--- src/rtl/tone_seq_pkg.sv ---
// Shared types for the tone sequencer: FSM states, per-segment table entry, pan codes.
// Pan field and pan codes exist only when TONE_SEQ_PAN_EN is defined.
package tone_seq_pkg;

  // Storage widths of one table entry; the top casts its port widths onto these.
  localparam int SEG_DUR_W = 21;
  localparam int SEG_HP_W  = 12;
  localparam int SEG_AMP_W = 15;

  typedef enum logic [0:0] {
    IDLE = 1'b0,
    PLAY = 1'b1
  } state_e;

`ifdef TONE_SEQ_PAN_EN
  localparam logic [1:0] PAN_BOTH  = 2'b00;
  localparam logic [1:0] PAN_LEFT  = 2'b01;
  localparam logic [1:0] PAN_RIGHT = 2'b10;
  localparam logic [1:0] PAN_HALF  = 2'b11;
`endif

  typedef struct packed {
    logic [SEG_DUR_W-1:0] dur;
    logic [SEG_HP_W-1:0]  half;
    logic [SEG_AMP_W-1:0] amp;
`ifdef TONE_SEQ_PAN_EN
    logic [1:0]           pan;
`endif
  } seg_cfg_t;

endpackage

--- src/rtl/tone_sequencer_osc.sv ---
// Square-wave oscillator: half-period counter, polarity flop and signed amplitude mapping.
// A half-period of zero holds a DC level of +amp.
module tone_osc #(
  parameter int DATA_W = 16,
  parameter int HP_W   = 12
) (
  input  logic              clk,
  input  logic              reset,
  input  logic [HP_W-1:0]   half,
  input  logic [DATA_W-2:0] amp,
  input  logic              step,
  input  logic              restart,
  output logic [DATA_W-1:0] sample
);

  logic [HP_W-1:0]   ph_cnt;
  logic              pos;
  logic [DATA_W-1:0] amp_ext;

  always_ff @(posedge clk) begin
    if (reset || restart) begin
      ph_cnt <= '0;
      pos    <= 1'b1;
    end else if (step && (half != '0)) begin
      if (ph_cnt == half - HP_W'(1)) begin
        ph_cnt <= '0;
        pos    <= ~pos;
      end else begin
        ph_cnt <= ph_cnt + HP_W'(1);
      end
    end
  end

  // Magnitude is one bit narrower than the sample, so negation cannot overflow.
  assign amp_ext = {1'b0, amp};
  assign sample  = (pos || (half == '0)) ? amp_ext : (~amp_ext + DATA_W'(1));

endmodule

--- src/rtl/tone_sequencer.sv ---
// Multi-segment stereo tone sequencer: segment table, playback FSM, duration timer, pan stage.
// Optional per-segment panning is enabled with the TONE_SEQ_PAN_EN macro.
//
// state | meaning
// IDLE  | outputs zero, table writable, waiting for start
// PLAY  | one table step per sample_req, table write-protected
module tone_sequencer
  import tone_seq_pkg::*;
#(
  parameter int DATA_W  = 16,
  parameter int NUM_SEG = 4,
  parameter int DUR_W   = 21,
  parameter int HP_W    = 12,
  localparam int SEG_W  = $clog2(NUM_SEG)
) (
  input  logic              Clk,
  input  logic              Reset,
  input  logic              start,
  input  logic              stop,
  input  logic              loop,
  input  logic              sample_req,
  input  logic              cfg_we,
  input  logic [SEG_W-1:0]  cfg_addr,
  input  logic [DUR_W-1:0]  cfg_dur,
  input  logic [HP_W-1:0]   cfg_half,
  input  logic [DATA_W-2:0] cfg_amp,
`ifdef TONE_SEQ_PAN_EN
  input  logic [1:0]        cfg_pan,
`endif
  output logic [DATA_W-1:0] LDATA,
  output logic [DATA_W-1:0] RDATA,
  output logic              busy,
  output logic              done,
  output logic [SEG_W-1:0]  seg_idx
);

  state_e            state;
  seg_cfg_t          seg_tab [NUM_SEG];
  seg_cfg_t          cur;
  seg_cfg_t          wr_cfg;
  logic [SEG_W-1:0]  seg;
  logic [DUR_W-1:0]  dur_cnt;
  logic [DUR_W-1:0]  cur_dur;
  logic [DUR_W-1:0]  dur_lim;
  logic [HP_W-1:0]   cur_half;
  logic [DATA_W-2:0] cur_amp;
  logic              play;
  logic              step;
  logic              seg_end;
  logic              last_seg;
  logic              osc_restart;
  logic signed [DATA_W-1:0] osc_sample;
  logic signed [DATA_W-1:0] l_next;
  logic signed [DATA_W-1:0] r_next;

  assign cur      = seg_tab[seg];
  assign cur_dur  = DUR_W'(cur.dur);
  assign cur_half = HP_W'(cur.half);
  assign cur_amp  = (DATA_W-1)'(cur.amp);

  // A zero duration plays as a single sample.
  assign dur_lim  = (cur_dur == '0) ? '0 : cur_dur - DUR_W'(1);

  assign play        = (state == PLAY);
  assign step        = play && sample_req && !stop;
  assign seg_end     = step && (dur_cnt == dur_lim);
  assign last_seg    = (seg == SEG_W'(NUM_SEG - 1));
  assign osc_restart = !play || seg_end || stop;

  always_comb begin
    wr_cfg      = '0;
    wr_cfg.dur  = SEG_DUR_W'(cfg_dur);
    wr_cfg.half = SEG_HP_W'(cfg_half);
    wr_cfg.amp  = SEG_AMP_W'(cfg_amp);
`ifdef TONE_SEQ_PAN_EN
    wr_cfg.pan  = cfg_pan;
`endif
  end

  tone_osc #(
    .DATA_W (DATA_W),
    .HP_W   (HP_W)
  ) u_osc (
    .clk     (Clk),
    .reset   (Reset),
    .half    (cur_half),
    .amp     (cur_amp),
    .step    (step),
    .restart (osc_restart),
    .sample  (osc_sample)
  );

`ifdef TONE_SEQ_PAN_EN
  always_comb begin
    l_next = osc_sample;
    r_next = osc_sample;
    case (cur.pan)
      PAN_BOTH:  ;
      PAN_LEFT:  r_next = '0;
      PAN_RIGHT: l_next = '0;
      PAN_HALF: begin
        l_next = osc_sample >>> 1;
        r_next = osc_sample >>> 1;
      end
    endcase
  end
`else
  assign l_next = osc_sample;
  assign r_next = osc_sample;
`endif

  always_ff @(posedge Clk) begin
    if (Reset) begin
      state   <= IDLE;
      seg     <= '0;
      dur_cnt <= '0;
      LDATA   <= '0;
      RDATA   <= '0;
      done    <= 1'b0;
      for (int i = 0; i < NUM_SEG; i++) begin
        seg_tab[i] <= '0;
      end
    end else begin
      done <= 1'b0;
      case (state)
        IDLE: begin
          LDATA <= '0;
          RDATA <= '0;
          if (cfg_we) begin
            seg_tab[cfg_addr] <= wr_cfg;
          end
          if (start && !stop) begin
            state   <= PLAY;
            seg     <= '0;
            dur_cnt <= '0;
          end
        end
        PLAY: begin
          if (stop) begin
            state   <= IDLE;
            seg     <= '0;
            dur_cnt <= '0;
            LDATA   <= '0;
            RDATA   <= '0;
          end else if (sample_req) begin
            LDATA <= l_next;
            RDATA <= r_next;
            if (!seg_end) begin
              dur_cnt <= dur_cnt + DUR_W'(1);
            end else begin
              dur_cnt <= '0;
              if (!last_seg) begin
                seg <= seg + SEG_W'(1);
              end else begin
                seg <= '0;
                // One-shot end: the final sample is replaced by silence on the same edge.
                if (!loop) begin
                  state <= IDLE;
                  done  <= 1'b1;
                  LDATA <= '0;
                  RDATA <= '0;
                end
              end
            end
          end
        end
        default: state <= IDLE;
      endcase
    end
  end

  assign busy    = play;
  assign seg_idx = seg;

endmodule

--- config.mk ---
export PLATFORM = sky130hd
export DESIGN_NAME = tone_sequencer
export DESIGN_NICKNAME = d
export VERILOG_FILES = /design/src/rtl/tone_seq_pkg.sv /design/src/rtl/tone_sequencer_osc.sv /design/src/rtl/tone_sequencer.sv
export SDC_FILE = /design/constraint.sdc
export NUM_CORES = 1
export LEC_CHECK = 0
export ABC_CLOCK_PERIOD_IN_PS = 11600
export BUFFER_PORTS_ARGS = -buffer_cell sky130_fd_sc_hd__clkbuf_2
export CORE_MARGIN = 4
export CORE_UTILIZATION = 50
export CTS_CLUSTER_DIAMETER = 40
export CTS_CLUSTER_SIZE = 40
export DETAILED_ROUTE_END_ITERATION = 12
export PLACE_DENSITY = 0.68
export SLEW_MARGIN = 20
export SYNTH_ARGS = -nofsm -noshare
export SYNTH_HDL_FRONTEND = slang
export SYNTH_SLANG_ARGS = --single-unit
--- constraint.sdc ---
create_clock -name Clk -period 11.6 [get_ports Clk]
set_input_delay 1.74 -clock Clk [delete_from_list [all_inputs] [get_ports Clk]]
set_output_delay 1.74 -clock Clk [all_outputs]
set_load 0.01 [all_outputs]
### After elaboration in Yosys (flattened, before gate mapping)

Memories as Yosys holds them, arrays and structs flattened. A register that Yosys moved wholly into a read port is not among the register bits.
Index checks and enable logic that the tools add are counted.

| word-level totals | value |
|---|---|
| bits in registers | 54 |
| memories kept | 1 |
| output and inout port bits | 36 |
| RAM bits | 192 |
| word-level logic and storage cells | 84 |
| input bits | 57 |

| cells by class | value |
|---|---|
| reduce and logical (&&, ||, !) cells | 19 |
| mux-type cells | 39 |
| bitwise gates (word level) | 6 |
| add/subtract/negate cells | 6 |
| eq/ne operators | 6 |

Memory list:

| memory | words | width | rd ports | clocked after memory_dff | write ports | line | text |
|---|---|---|---|---|---|---|---|
| seg_tab | 4 | 48 | 1 | 1 | 4 | tone_sequencer.sv:38 | `seg_cfg_t seg_tab [NUM_SEG];` |

Operator list:

| operator | number |
|---|---|
| 21-bit two-way mux | 5 |
| 16-bit two-way mux | 6 |
| 48-bit two-way mux | 1 |
| 48-bit OR reduction | 1 |
| 21-bit one-hot mux with 2 select lines | 1 |
| 16-bit one-hot mux with 2 select lines | 1 |
| 21-bit by 1-bit adder with 21-bit output (second input constant) | 1 |
| 21-bit equality test | 1 |
| 21-bit zero test | 1 |
| 21-bit by 1-bit subtractor with 21-bit output (second input constant) | 1 |
| 16-bit by 1-bit adder with 16-bit output (second input constant) | 1 |
| 2-bit two-way mux | 8 |
| 15-bit NOT with 16-bit output | 1 |
| 1-bit two-way mux | 14 |
| 12-bit by 1-bit adder with 12-bit output (second input constant) | 1 |
| 12-bit equality test | 1 |
| 12-bit zero test | 1 |
| 12-bit two-way mux | 1 |
| 12-bit nonzero test | 1 |
| 12-bit by 1-bit subtractor with 12-bit output (second input constant) | 1 |
| 6-bit OR reduction | 1 |
| 1-bit logical AND | 5 |
| 1-bit NOT | 5 |
| 1-bit logical OR | 4 |
| other kinds (10) | 12 |

### Logic depth before layout (Yosys ltp)

Gate-level depths: netlist of run 1.

| logic depth | value |
|---|---|
| word-level depth | 10 |
| gate-level depth with buffers | 17 |
| depth with buffers taken out | 12 |

### Modules after synthesis

Synthesis of run 1 repeated with hierarchy kept, for this count alone.

| unflattened totals | value |
|---|---|
| cell total of the unflattened synthesis | 1038 |
| area, all modules | 12804.8 µm² |

Modules (own cells, without submodules):

| module | times used | seq. area each (µm²) | area an instance (µm²) | cells each |
|---|---|---|---|---|
| tone_sequencer | 1 | 6626.4 | 11417.2 | 853 |
| tone_osc | 1 | 260.2 | 1387.6 | 185 |

### Worst setup path after synthesis of run 1

OpenSTA, ideal clock, no wires.

| timing | value |
|---|---|
| path type | reg-to-reg |
| from | register (tool-made name) |
| to | register RDATA[15] |
| arrival | 4.026 ns |
| buffers on the path | 3 |
| clock period less this slack | 4.143 ns |
| required time | 11.483 ns |
| setup time | 0.117 ns |
| stages on the path, launching flop included | 16 |
| path slack | 7.457 ns |
| cells stage by stage | dfxtp_1 buf_1 clkbuf_1 mux4_2 inv_1 ha_1 inv_1 or3_1 clkbuf_1 or4_1 xor2_1 a211o_1 nor4_1 and4_1 nand4_1 a32o_1 |

RTL lines:

| what | line | text |
|---|---|---|
| end signal, assigned | tone_sequencer.sv:147 | `RDATA <= r_next;` |
| end, declared | tone_sequencer.sv:31 | `output logic [DATA_W-1:0] RDATA,` |

==> metrics.txt, run 1 <==
core area 25100 µm²; commonest non-fill, non-tap cell in the layout edfxtp_1; CTS tree done; hold buffers post-CTS 0; PortBufs 92; worst stage delay on the critical path 0.72 ns; cell row count 58; syn avg cell area 11.9 µm²; commonest cells after routing, fill and taps aside edfxtp_1, and2_1, clkbuf_2; Final setup viols 0; Final Hold Viols 0; fin crit period 5.05 ns; Fillers 2086; status finished, final reports clean; Seq/Total Area, Yosys 0.541; pwr/cell area 154 nW/µm²; Via Count 8636; leak pwr 0.00546 µW; CP cell instances buf_4 > mux4_2 > inv_1 > ha_1 > inv_1 > nor3_2 > nand3_1 > nor3_1 > xnor3_1 > a32oi_1 > o2bb2ai_1 > nor4b_4 > buf_4 > a31oi_1; Hold WC Path Type flop to flop; Mapped Nets 1132; maximum VDD drop 140 µV; area of the mapped netlist 12700 µm²; Die Y 168 µm; Root Buffer Master clkbuf_16; worst-skew pair later-pin latency 0.52 ns; period utilization 0.435; placed wire-length estimate 20.0 mm; Seq cells post-synth 248; DRT iter0 DRCs 646; clock buffer depth 3; Antenna diodes 0; Netlist cell types 74; DRC Markers 0; CP Capture Type flop; First-pass DRT Iterations 5; FMAX 198 MHz; Min Hold Slack 0.513 ns; largest net degree at the start of global routing 53; Inserted Clock Buffers 36; Setup CP Type flop to flop; Final ANT Viol Nets 0; Relative slew margins 0.257; Top delay family on crit path simple AND/OR/NAND/NOR gates; die area 28100 µm²; actual slew at the worst max-slew pin 1.10 ns; Initial Util 0.507; setup bufs post-CTS 0; ys async rst share 0; GR Util All Layers 0.218; Layout area overhead 14.6%; Synth top area share 0.453; post-route cell area 14600 µm²; layout cells sized above 1 0.213; CTS resizes 0; Max Cap Viol 0; initial antenna violation count 1; Max Slew Vio Count 0; Area contributors post-synth edfxtp_1, dfxtp_1, mux4_2; H-tree depth 2; Worst Setup Start Kind flop; synth warn 0; layout net count 1190; first-pass GRT wire length 49.0 mm; Avg Vias per Cell 5.82; CP max FO 48; clock sinks 248; wire length per cell 20.7 µm; Clock transition at path regs 0.06 ns; hold_sp RDATA[10]$_SDFFE_PP0P_; Sum Neg Setup Slack 0 ns; WP data required 11.94 ns; CP max stage cell nor4b_4; EDFF count, synth 192; IO Count 93; Main synth FF type edfxtp_1; Post-DP Area 13300 µm²; Die X-Extent 168 µm; Clock Skews 0.0135 ns; GPL Wtd Cong 0.896; area leader, netlist edfxtp_1; WP data arrival 5.39 ns; Post-Synthesis Cells 1068; Buffers & Inverters on Critical Path 4; setup repair after global routing missed its margin false; total wire length 30.7 mm; gr ovfl total 0; number of global-route vias before repair 8680
synth_stat cells (26+ instances only):
library cell / instances
nand3_1: 26
nor2_1: 63
and2_1: 145
mux4_2: 48
edfxtp_1: 192
nor4_1: 28
dfxtp_1: 56
clkbuf_1: 56
and3_1: 58
xnor2_1: 58
nand2_1: 69
cell type report:
| type | count | area [µm²] | area share |
|---|---|---|---|
| timing repair buffer | 107 | 573 | 0.0393 |
| sequential | 248 | 6890 | 0.472 |
| inverter | 18 | 67.6 | 0.00463 |
| clock buffer | 40 | 978 | 0.0670 |
| multi-input combinational | 715 | 5400 | 0.370 |
| clock inverter | 26 | 280 | 0.0192 |
| tap | 330 | 413 | 0.0283 |
routing by layer:
layer / up-vias / share of wire / GRT usage
li1: 4071 / - / -
met1: 4232 / 0.44 / 0.303
met2: 261 / 0.47 / 0.353
met3: 70 / 0.058 / 0.0392
met4: 2 / 0.029 / 0.0702
met5: - / 0.00036 / 0
through the flow:
stage	util	std cells	worst slack (ns)	total power, µW
3_3_place_gp	0.531	1418	6.57	1160
3_5_place_dp	0.531	1418	6.51	1160
4_1_cts	0.581	1484	6.51	2270
2_1_floorplan	-	1068	7.46	1110
6_report	0.581	1484	6.55	2250
5_1_grt	0.581	1484	6.19	2320
tightest hold or removal path, stage by stage, from the launching register on:
cell	delay (ns)
dfxtp_1	0.31
nand2_1	0.07
a31oi_1	0.08
report_power, final:
group / internal [µW] / switching (µW)
Clock: 659 / 445
Sequential: 999 / 11.5
Combinational: 48.7 / 86.1
Total: 1710 / 543
state kept, by name, indices dropped and copies added, names as in the netlist, named ones only:
register	cells
done	1
seg_idx	2
RDATA	16
dur_cnt	21
seg_tab	192
u_osc.ph_cnt	12
u_osc.pos	1
busy	1
cell families (layout without fill, tap and decap cells):
logic type      Yosys count  in the layout  share of synthesized area
simple gates            479            479                      0.213
flops                   248            248                      0.541
buf+inv                 105            191                     0.0385
compound gates           99             99                     0.0577
xor+xnor                 79             79                     0.0554
mux                      51             51                     0.0873
fa+ha+maj                 7              7                    0.00688
path summary, 6_finish.rpt:
| path | to | slack [ns] | cells after the start |
|---|---|---|---|
| setup / recovery | RDATA[14]$_SDFFE_PP0P_ | 6.55 | 14 |
| hold / removal | RDATA[10]$_SDFFE_PP0P_ | 0.51 | 2 |
| setup reg to reg | RDATA[14]$_SDFFE_PP0P_ | 6.55 | 14 |
| hold reg to reg | RDATA[10]$_SDFFE_PP0P_ | 0.51 | 2 |
(Power assumes the default switching activity.)
==> run 2, diff against run 1 <==
--- a/config.mk
+++ b/config.mk
@@ -5,14 +5,15 @@
 export SDC_FILE = /design/constraint.sdc
 export NUM_CORES = 1
 export LEC_CHECK = 0
-export ABC_CLOCK_PERIOD_IN_PS = 11600
+export ABC_AREA = 1
+export ABC_CLOCK_PERIOD_IN_PS = 4100
 export BUFFER_PORTS_ARGS = -buffer_cell sky130_fd_sc_hd__clkbuf_2
 export CORE_MARGIN = 4
 export CORE_UTILIZATION = 50
 export CTS_CLUSTER_DIAMETER = 40
 export CTS_CLUSTER_SIZE = 40
 export DETAILED_ROUTE_END_ITERATION = 12
-export PLACE_DENSITY = 0.68
+export PLACE_DENSITY = 0.71
 export SLEW_MARGIN = 20
 export SYNTH_ARGS = -nofsm -noshare
 export SYNTH_HDL_FRONTEND = slang
==> constraint.sdc (replaced) <==
create_clock -name Clk -period 4.1 [get_ports Clk]
set_input_delay 0.615 -clock Clk [delete_from_list [all_inputs] [get_ports Clk]]
set_output_delay 0.615 -clock Clk [all_outputs]
set_load 0.01 [all_outputs]
==> run 2 against run 1 <==
Compared with the run above:
- total power increased to 3.0 times the previous value
- highest routed layer is now met4
- synthesized area up 0.11%
- critical endpoint is now dur_cnt[20]$_SDFFE_PP0P_
- largest power group unchanged
- synthesized cell count up 40%
- utilization grew 0.29 points
- non-clock buffer count is 11 higher
==> metrics.txt, run 2 <==
CP max FO 61 (+27%); PortBufs 92 (unchanged); Final ANT Viol Nets 0 (unchanged); setup repair after global routing missed its margin false; Pwr Total 6840 µW (+200%); number of global-route vias before repair 10200 (+17%); Layout area overhead 15.1%; area of the mapped netlist 12700 µm² (+0.11%); layout cells sized above 1 0.136 (-0.0770); Clock transition at path regs 0.06 ns (about the same); Seq cells post-synth 248 (unchanged); Max Slew Vio Count 0 (unchanged); ys async rst share 0 (unchanged); Avg Vias per Cell 5.41 (-7.1%); Inserted Clock Buffers 35 (-2.8%); clock sinks 248 (unchanged); commonest non-fill, non-tap cell in the layout nand2_1; wire length per cell 16.7 µm (-19%); leak pwr 0.00617 µW (+13%); actual slew at the worst max-slew pin 0.784 ns (-0.320 ns); CP Capture Type flop; clock buffer depth 3 (unchanged); DRC Markers 0 (unchanged); layout net count 1640 (+38%); gr ovfl total 0 (unchanged); largest net degree at the start of global routing 62 (+17%); Worst Setup Start Kind flop; status finished, final reports clean; Root Buffer Master clkbuf_16; IO Count 93 (unchanged); fin crit period 3.54 ns (-1.51 ns); hold_sp cfg_amp[4]; Seq/Total Area, Yosys 0.540 (-0.000584); worst hold stages 3 (+1); EDFF count, synth 192 (unchanged); maximum VDD drop 351 µV (+150%); Area contributors post-synth edfxtp_1, nand2_1, dfxtp_1; Initial Util 0.508 (+0.000548); commonest cells after routing, fill and taps aside nand2_1, nor2_1, edfxtp_1; WP data arrival 3.91 ns (-1.48 ns); Synth top area share 0.452 (-0.000489); initial antenna violation count 0 (-1); Die Y 168 µm (about the same); Final setup viols 0 (unchanged); First-pass DRT Iterations 5 (unchanged); post-route cell area 14700 µm² (+0.50%); Post-Synthesis Cells 1498 (+40%); Via Count 10400 (+21%); most common cell in the netlist nand2_1; Antenna diodes 0 (unchanged); list of most frequent post-synthesis cells nand2_1, nor2_1, edfxtp_1; period utilization 0.862 (+0.427); pwr/cell area 466 nW/µm² (+200%); cell row count 58 (unchanged); Clock Skews 0.0226 ns (+0.00915 ns); H-tree depth 2 (unchanged); WP data required 4.48 ns (-7.46 ns); FMAX 283 MHz (+43%); Sum Neg Setup Slack 0 ns (unchanged); Post-DP Area 13400 µm² (+0.81%); total wire length 32.2 mm (+5.1%); setup bufs post-CTS 0 (unchanged); area leader, netlist edfxtp_1; worst-skew pair later-pin latency 0.52 ns (about the same); Netlist cell types 43 (-42%); Top reg by flops seg_tab; core area 25100 µm² (unchanged); synth warn 0 (unchanged); DRT iter0 DRCs 841 (+30%); first-pass GRT wire length 51.6 mm (+5.3%); Max Cap Viol 0 (unchanged); Relative slew margins 0.476 (+0.219); Main synth FF type edfxtp_1; top flop regs seg_tab (192), dur_cnt (21), RDATA (16); GR Util All Layers 0.227 (+0.00900); Final Hold Viols 0 (unchanged); GPL Wtd Cong 0.916 (+2.2%); Die X-Extent 168 µm (about the same); Hold WC Path Type input port to flop; Largest register FFs 192 (unchanged); worst r2r path cells 21 (+7); Mapped Nets 1562 (+38%); syn avg cell area 8.51 µm² (-29%); Setup CP Type flop to flop; CTS tree done; die area 28100 µm² (+0.10%); placed wire-length estimate 20.7 mm (+3.9%)
-- run 2: per-layer routing --
layer | routed length (µm) | GRT usage | up-vias | part of all wire
li1 | - | - | 5057 | -
met2 | 15400 | 0.377 | 393 | 0.48
met5 | 0 | 0 | - | 0
met4 | 970 | 0.0822 | 0 | 0.030
met1 | 13600 | 0.302 | 4912 | 0.42
met3 | 2320 | 0.0397 | 82 | 0.072
-- run 2: layout make-up --
| class | instances | area (µm²) |
|---|---|---|
| repair buffers | 118 | 709 |
| clock inverters | 21 | 295 |
| multi-input cells | 1041 | 4960 |
| flip-flops and latches | 248 | 6890 |
| clock buffers | 41 | 908 |
| fillers | 2212 | 10400 |
| inverters | 132 | 495 |
| well taps | 330 | 413 |
-- run 2: logic make-up after synthesis --
family,count (synthesis),share of synthesized area
buffers and inverters,209,0.0747
adder cells (fa/ha/maj),7,0.00687
flip-flops,248,0.540
AO/OA/AOI/OAI,103,0.0480
AND/OR/NAND/NOR,880,0.294
XOR/XNOR,51,0.0367
-- run 2: power breakdown --
part	switching [µW]	total (µW)	leakage, µW	internal [µW]
clock network	1140	3120	0.000577	1980
logic	592	866	0.00313	274
registers	32.8	2860	0.00246	2820
-- run 2: metrics by stage --
step,setup slack (ns),utilization,hold slack [ns],instances
6_report,0.564,0.584,0.438,1931
2_1_floorplan,0.503,-,0.443,1498
5_1_grt,0.0715,0.584,0.432,1931
3_3_place_gp,0.306,0.535,0.455,1869
3_5_place_dp,0.191,0.535,0.464,1869
4_1_cts,0.199,0.583,0.423,1931
-- run 2: critical path, cell delays in order (launching register included) --
cell	delay (ns)
dfxtp_4	0.34
buf_6	0.38
o21ai_0	0.17
nand2_1	0.08
nand2_1	0.07
inv_1	0.10
ha_1	0.20
inv_1	0.08
nor2_2	0.16
nand2_1	0.13
o21ai_0	0.36
nand2_1	0.09
nand2_1	0.13
nand2_1	0.07
nor2_1	0.10
nand3_1	0.09
nor2_2	0.17
nand3_2	0.14
nand2_1	0.10
nand2_2	0.09
nand2_4	0.25
nor2_1	0.08
-- run 2: final timing paths --
| kind | endpoint | slack, ns |
|---|---|---|
| worst min register to register | u_osc.ph_cnt[10]$_SDFFE_PP0P_ | 0.47 |
| worst max register to register | dur_cnt[20]$_SDFFE_PP0P_ | 0.56 |
| worst min-delay path | seg_tab[0][4]$_SDFFCE_PN0P_ | 0.44 |
| worst max-delay path | dur_cnt[20]$_SDFFE_PP0P_ | 0.56 |
-- run 2: repair_timing --
action | CTS | global route
setup endpoints to repair | 0 | 50
hold buffers | 0 | 0
resized for setup | 0 | 4
==> run 3, diff against run 2 <==
--- a/config.mk
+++ b/config.mk
@@ -6,14 +6,14 @@
 export NUM_CORES = 1
 export LEC_CHECK = 0
 export ABC_AREA = 1
-export ABC_CLOCK_PERIOD_IN_PS = 4100
+export ABC_CLOCK_PERIOD_IN_PS = 3300
 export BUFFER_PORTS_ARGS = -buffer_cell sky130_fd_sc_hd__clkbuf_2
 export CORE_MARGIN = 4
-export CORE_UTILIZATION = 50
+export CORE_UTILIZATION = 54
 export CTS_CLUSTER_DIAMETER = 40
 export CTS_CLUSTER_SIZE = 40
 export DETAILED_ROUTE_END_ITERATION = 12
-export PLACE_DENSITY = 0.71
+export PLACE_DENSITY = 0.73
 export SLEW_MARGIN = 20
 export SYNTH_ARGS = -nofsm -noshare
 export SYNTH_HDL_FRONTEND = slang
==> constraint.sdc (replaced) <==
create_clock -name Clk -period 3.3 [get_ports Clk]
set_input_delay 0.495 -clock Clk [delete_from_list [all_inputs] [get_ports Clk]]
set_output_delay 0.495 -clock Clk [all_outputs]
set_load 0.01 [all_outputs]
==> run 3 against run 2 <==
Compared with the run above:
- highest routed layer unchanged
- clock-buffer cell count is 1 higher
- die area shrank 7.1%
- cell count decreased by 0.21%
- worst setup slack got worse by 0.34 ns
- via count rose by 0.17%
- utilization up 6.0 points
- largest power group unchanged
- total power rose by 21%
==> metrics.txt, run 3 (synthesis results as in run 2) <==
Clock transition at path regs 0.06 ns (about the same); CP max FO 43 (-30%); core area 22900 µm² (-8.7%); FMAX 325 MHz (+15%); hold buffers post-CTS 0 (unchanged); status finished, final reports clean; Initial Util 0.556 (+0.0486); Pint 6060 µW (+19%); IO Count 93 (unchanged); clock buffer depth 3 (unchanged); initial antenna violation count 0 (unchanged); leak pwr 0.00622 µW (+0.86%); CP Capture Type flop; number of global-route vias before repair 9933 (-2.2%); Setup CP Type flop to flop; largest net degree at the start of global routing 49 (-21%); cell row count 55 (-5.2%); GPL Wtd Cong 0.972 (+6.2%); Final setup viols 0 (unchanged); Clock Skews 0.0273 ns (+0.00465 ns); Avg Vias per Cell 5.43 (+0.38%); part of the power in registers 0.429 (+0.012); total wire length 32.1 mm (-0.27%); First-pass DRT Iterations 7 (+2); fin crit period 3.07 ns (-0.461 ns); Comb power frac 0.134 (+0.007); actual slew at the worst max-slew pin 0.663 ns (-0.121 ns); Top reg by flops seg_tab; WP data required 3.68 ns (-0.80 ns); hold_sp start; Die Y 162 µm (-3.6%); worst-skew pair later-pin latency 0.52 ns (about the same); commonest non-fill, non-tap cell in the layout nand2_1; Largest register FFs 192 (unchanged); DRC Markers 0 (unchanged); DRT iter0 DRCs 1033 (+23%); pwr/cell area 561 nW/µm² (+20%); Die X-Extent 162 µm (-3.6%); PortBufs 92 (unchanged); commonest cells after routing, fill and taps aside nand2_1, nor2_1, edfxtp_1; Hold WC Path Type input port to flop; Final ANT Viol Nets 0 (unchanged); Layout area overhead 15.9%; Psw 2220 µW (+26%); CTS tree done; layout cells sized above 1 0.148 (+0.0119); Net Sw Frac 0.269 (+0.0110); maximum VDD drop 393 µV (+12%); placed insts 1862 (-0.37%); top flop regs seg_tab (192), dur_cnt (21), RDATA (16); layout net count 1653 (+0.79%); wire length per cell 16.7 µm (about the same); placed wire-length estimate 21.3 mm (+2.7%); post-route cell area 14800 µm² (+0.69%); first-pass GRT wire length 51.5 mm (-0.13%); clock share of power 0.437 (-0.019); fin cells 1927 (-0.21%); die area 26100 µm² (-7.1%); Root Buffer Master clkbuf_16; clock sinks 248 (unchanged); GR Util All Layers 0.244 (+0.0169); period utilization 0.932 (+0.0692); Final Hold Viols 0 (unchanged); Relative slew margins 0.558 (+0.0816); WP data arrival 3.46 ns (-0.45 ns); Via Count 10500 (+0.17%); Antenna diodes 0 (unchanged); gr ovfl total 0 (unchanged); Post-DP Area 13600 µm² (+0.96%); Worst Setup Start Kind flop; Max Cap Viol 0 (unchanged); H-tree depth 2 (unchanged); Inserted Clock Buffers 35 (unchanged); Max Slew Vio Count 0 (unchanged)
## run 3: cell types whose count changed in the layout (fill, tap and decap cells not counted), moves of 2 or more
cell	before	now
o21ai_2	0	2
nand2_1	365	361
nor2_1	287	283
nor2_2	17	20
o21ai_1	2	6
buf_4	21	29
bufinv_16	6	2
buf_12	4	10
o21ai_0	33	27
inv_8	0	3
nand2_2	9	14
## run 3: stage by stage
step | TNS [ns] | hold WS [ns] | total power (µW) | utilization | worst slack, ns
global placement | 0 | 0.452 | 4670 | 0.592 | 0.255
CTS | 0 | 0.274 | 8300 | 0.642 | 0.155
global route | -0.0134 | 0.308 | 8600 | 0.645 | -0.00544
floorplan | -24.10 | 0.443 | 4380 | - | -0.177
detailed placement | 0 | 0.464 | 4690 | 0.592 | 0.189
finish | 0 | 0.290 | 8280 | 0.645 | 0.226
## run 3: area by class of cell
| type | instances | area (µm²) |
|---|---|---|
| Clock buffer | 42 | 912 |
| Clock inverter | 20 | 220 |
| Fill cell | 1931 | 8140 |
| Inverter | 132 | 495 |
| Multi-Input combinational cell | 1041 | 4980 |
| Sequential cell | 248 | 6890 |
| Tap cell | 313 | 392 |
| Timing Repair Buffer | 131 | 878 |
## run 3: path summary, 6_finish.rpt
path,slack [ns],endpoint,cells after the start
min reg2reg,0.47,u_osc.ph_cnt[10]$_SDFFE_PP0P_,2
max,0.23,dur_cnt[20]$_SDFFE_PP0P_,21
min,0.29,busy$_SDFF_PP0_,3
max reg2reg,0.23,dur_cnt[20]$_SDFFE_PP0P_,21
## run 3: metal layers
layer	share of wire	global-route usage	wire length (µm)	vias up
li1	-	-	-	5094
met1	0.43	0.343	13700	4870
met2	0.46	0.395	14900	440
met3	0.087	0.0406	2800	58
met4	0.021	0.0742	688	0
met5	0	0	0	-
## run 3: timing repair
| item | CTS | global route |
|---|---|---|
| gates resized for setup | 0 | 19 |
| endpoints found under the setup margin | 0 | 54 |
| buffers inserted | 0 | 3 |
## run 3: critical path: stages, from the launching register on
cell     delay (ns)
dfxtp_4        0.40
inv_2          0.08
buf_12         0.18
nand2_1        0.09
nand3_1        0.09
nand2_2        0.15
nand2_1        0.08
nor2_2         0.20
nand2_2        0.19
nor2_2         0.17
nand3_1        0.16
nand3_1        0.11
nand2_1        0.05
nand2_1        0.08
nand3_1        0.09
nor2_2         0.20
nand3_2        0.13
nand2_1        0.09
nand2_2        0.08
nand2_2        0.08
buf_12         0.16
nor2_1         0.05
## run 3: power groups by stage
stage | Clock, µW | Sequential [µW] | Combinational [µW]
final | 3620 | 3550 | 1110
after floorplan | 0 | 3610 | 771
after detailed placement | 0 | 3610 | 1080
after global routing | 3810 | 3560 | 1230
after global placement | 0 | 3610 | 1060
after CTS | 3670 | 3550 | 1090
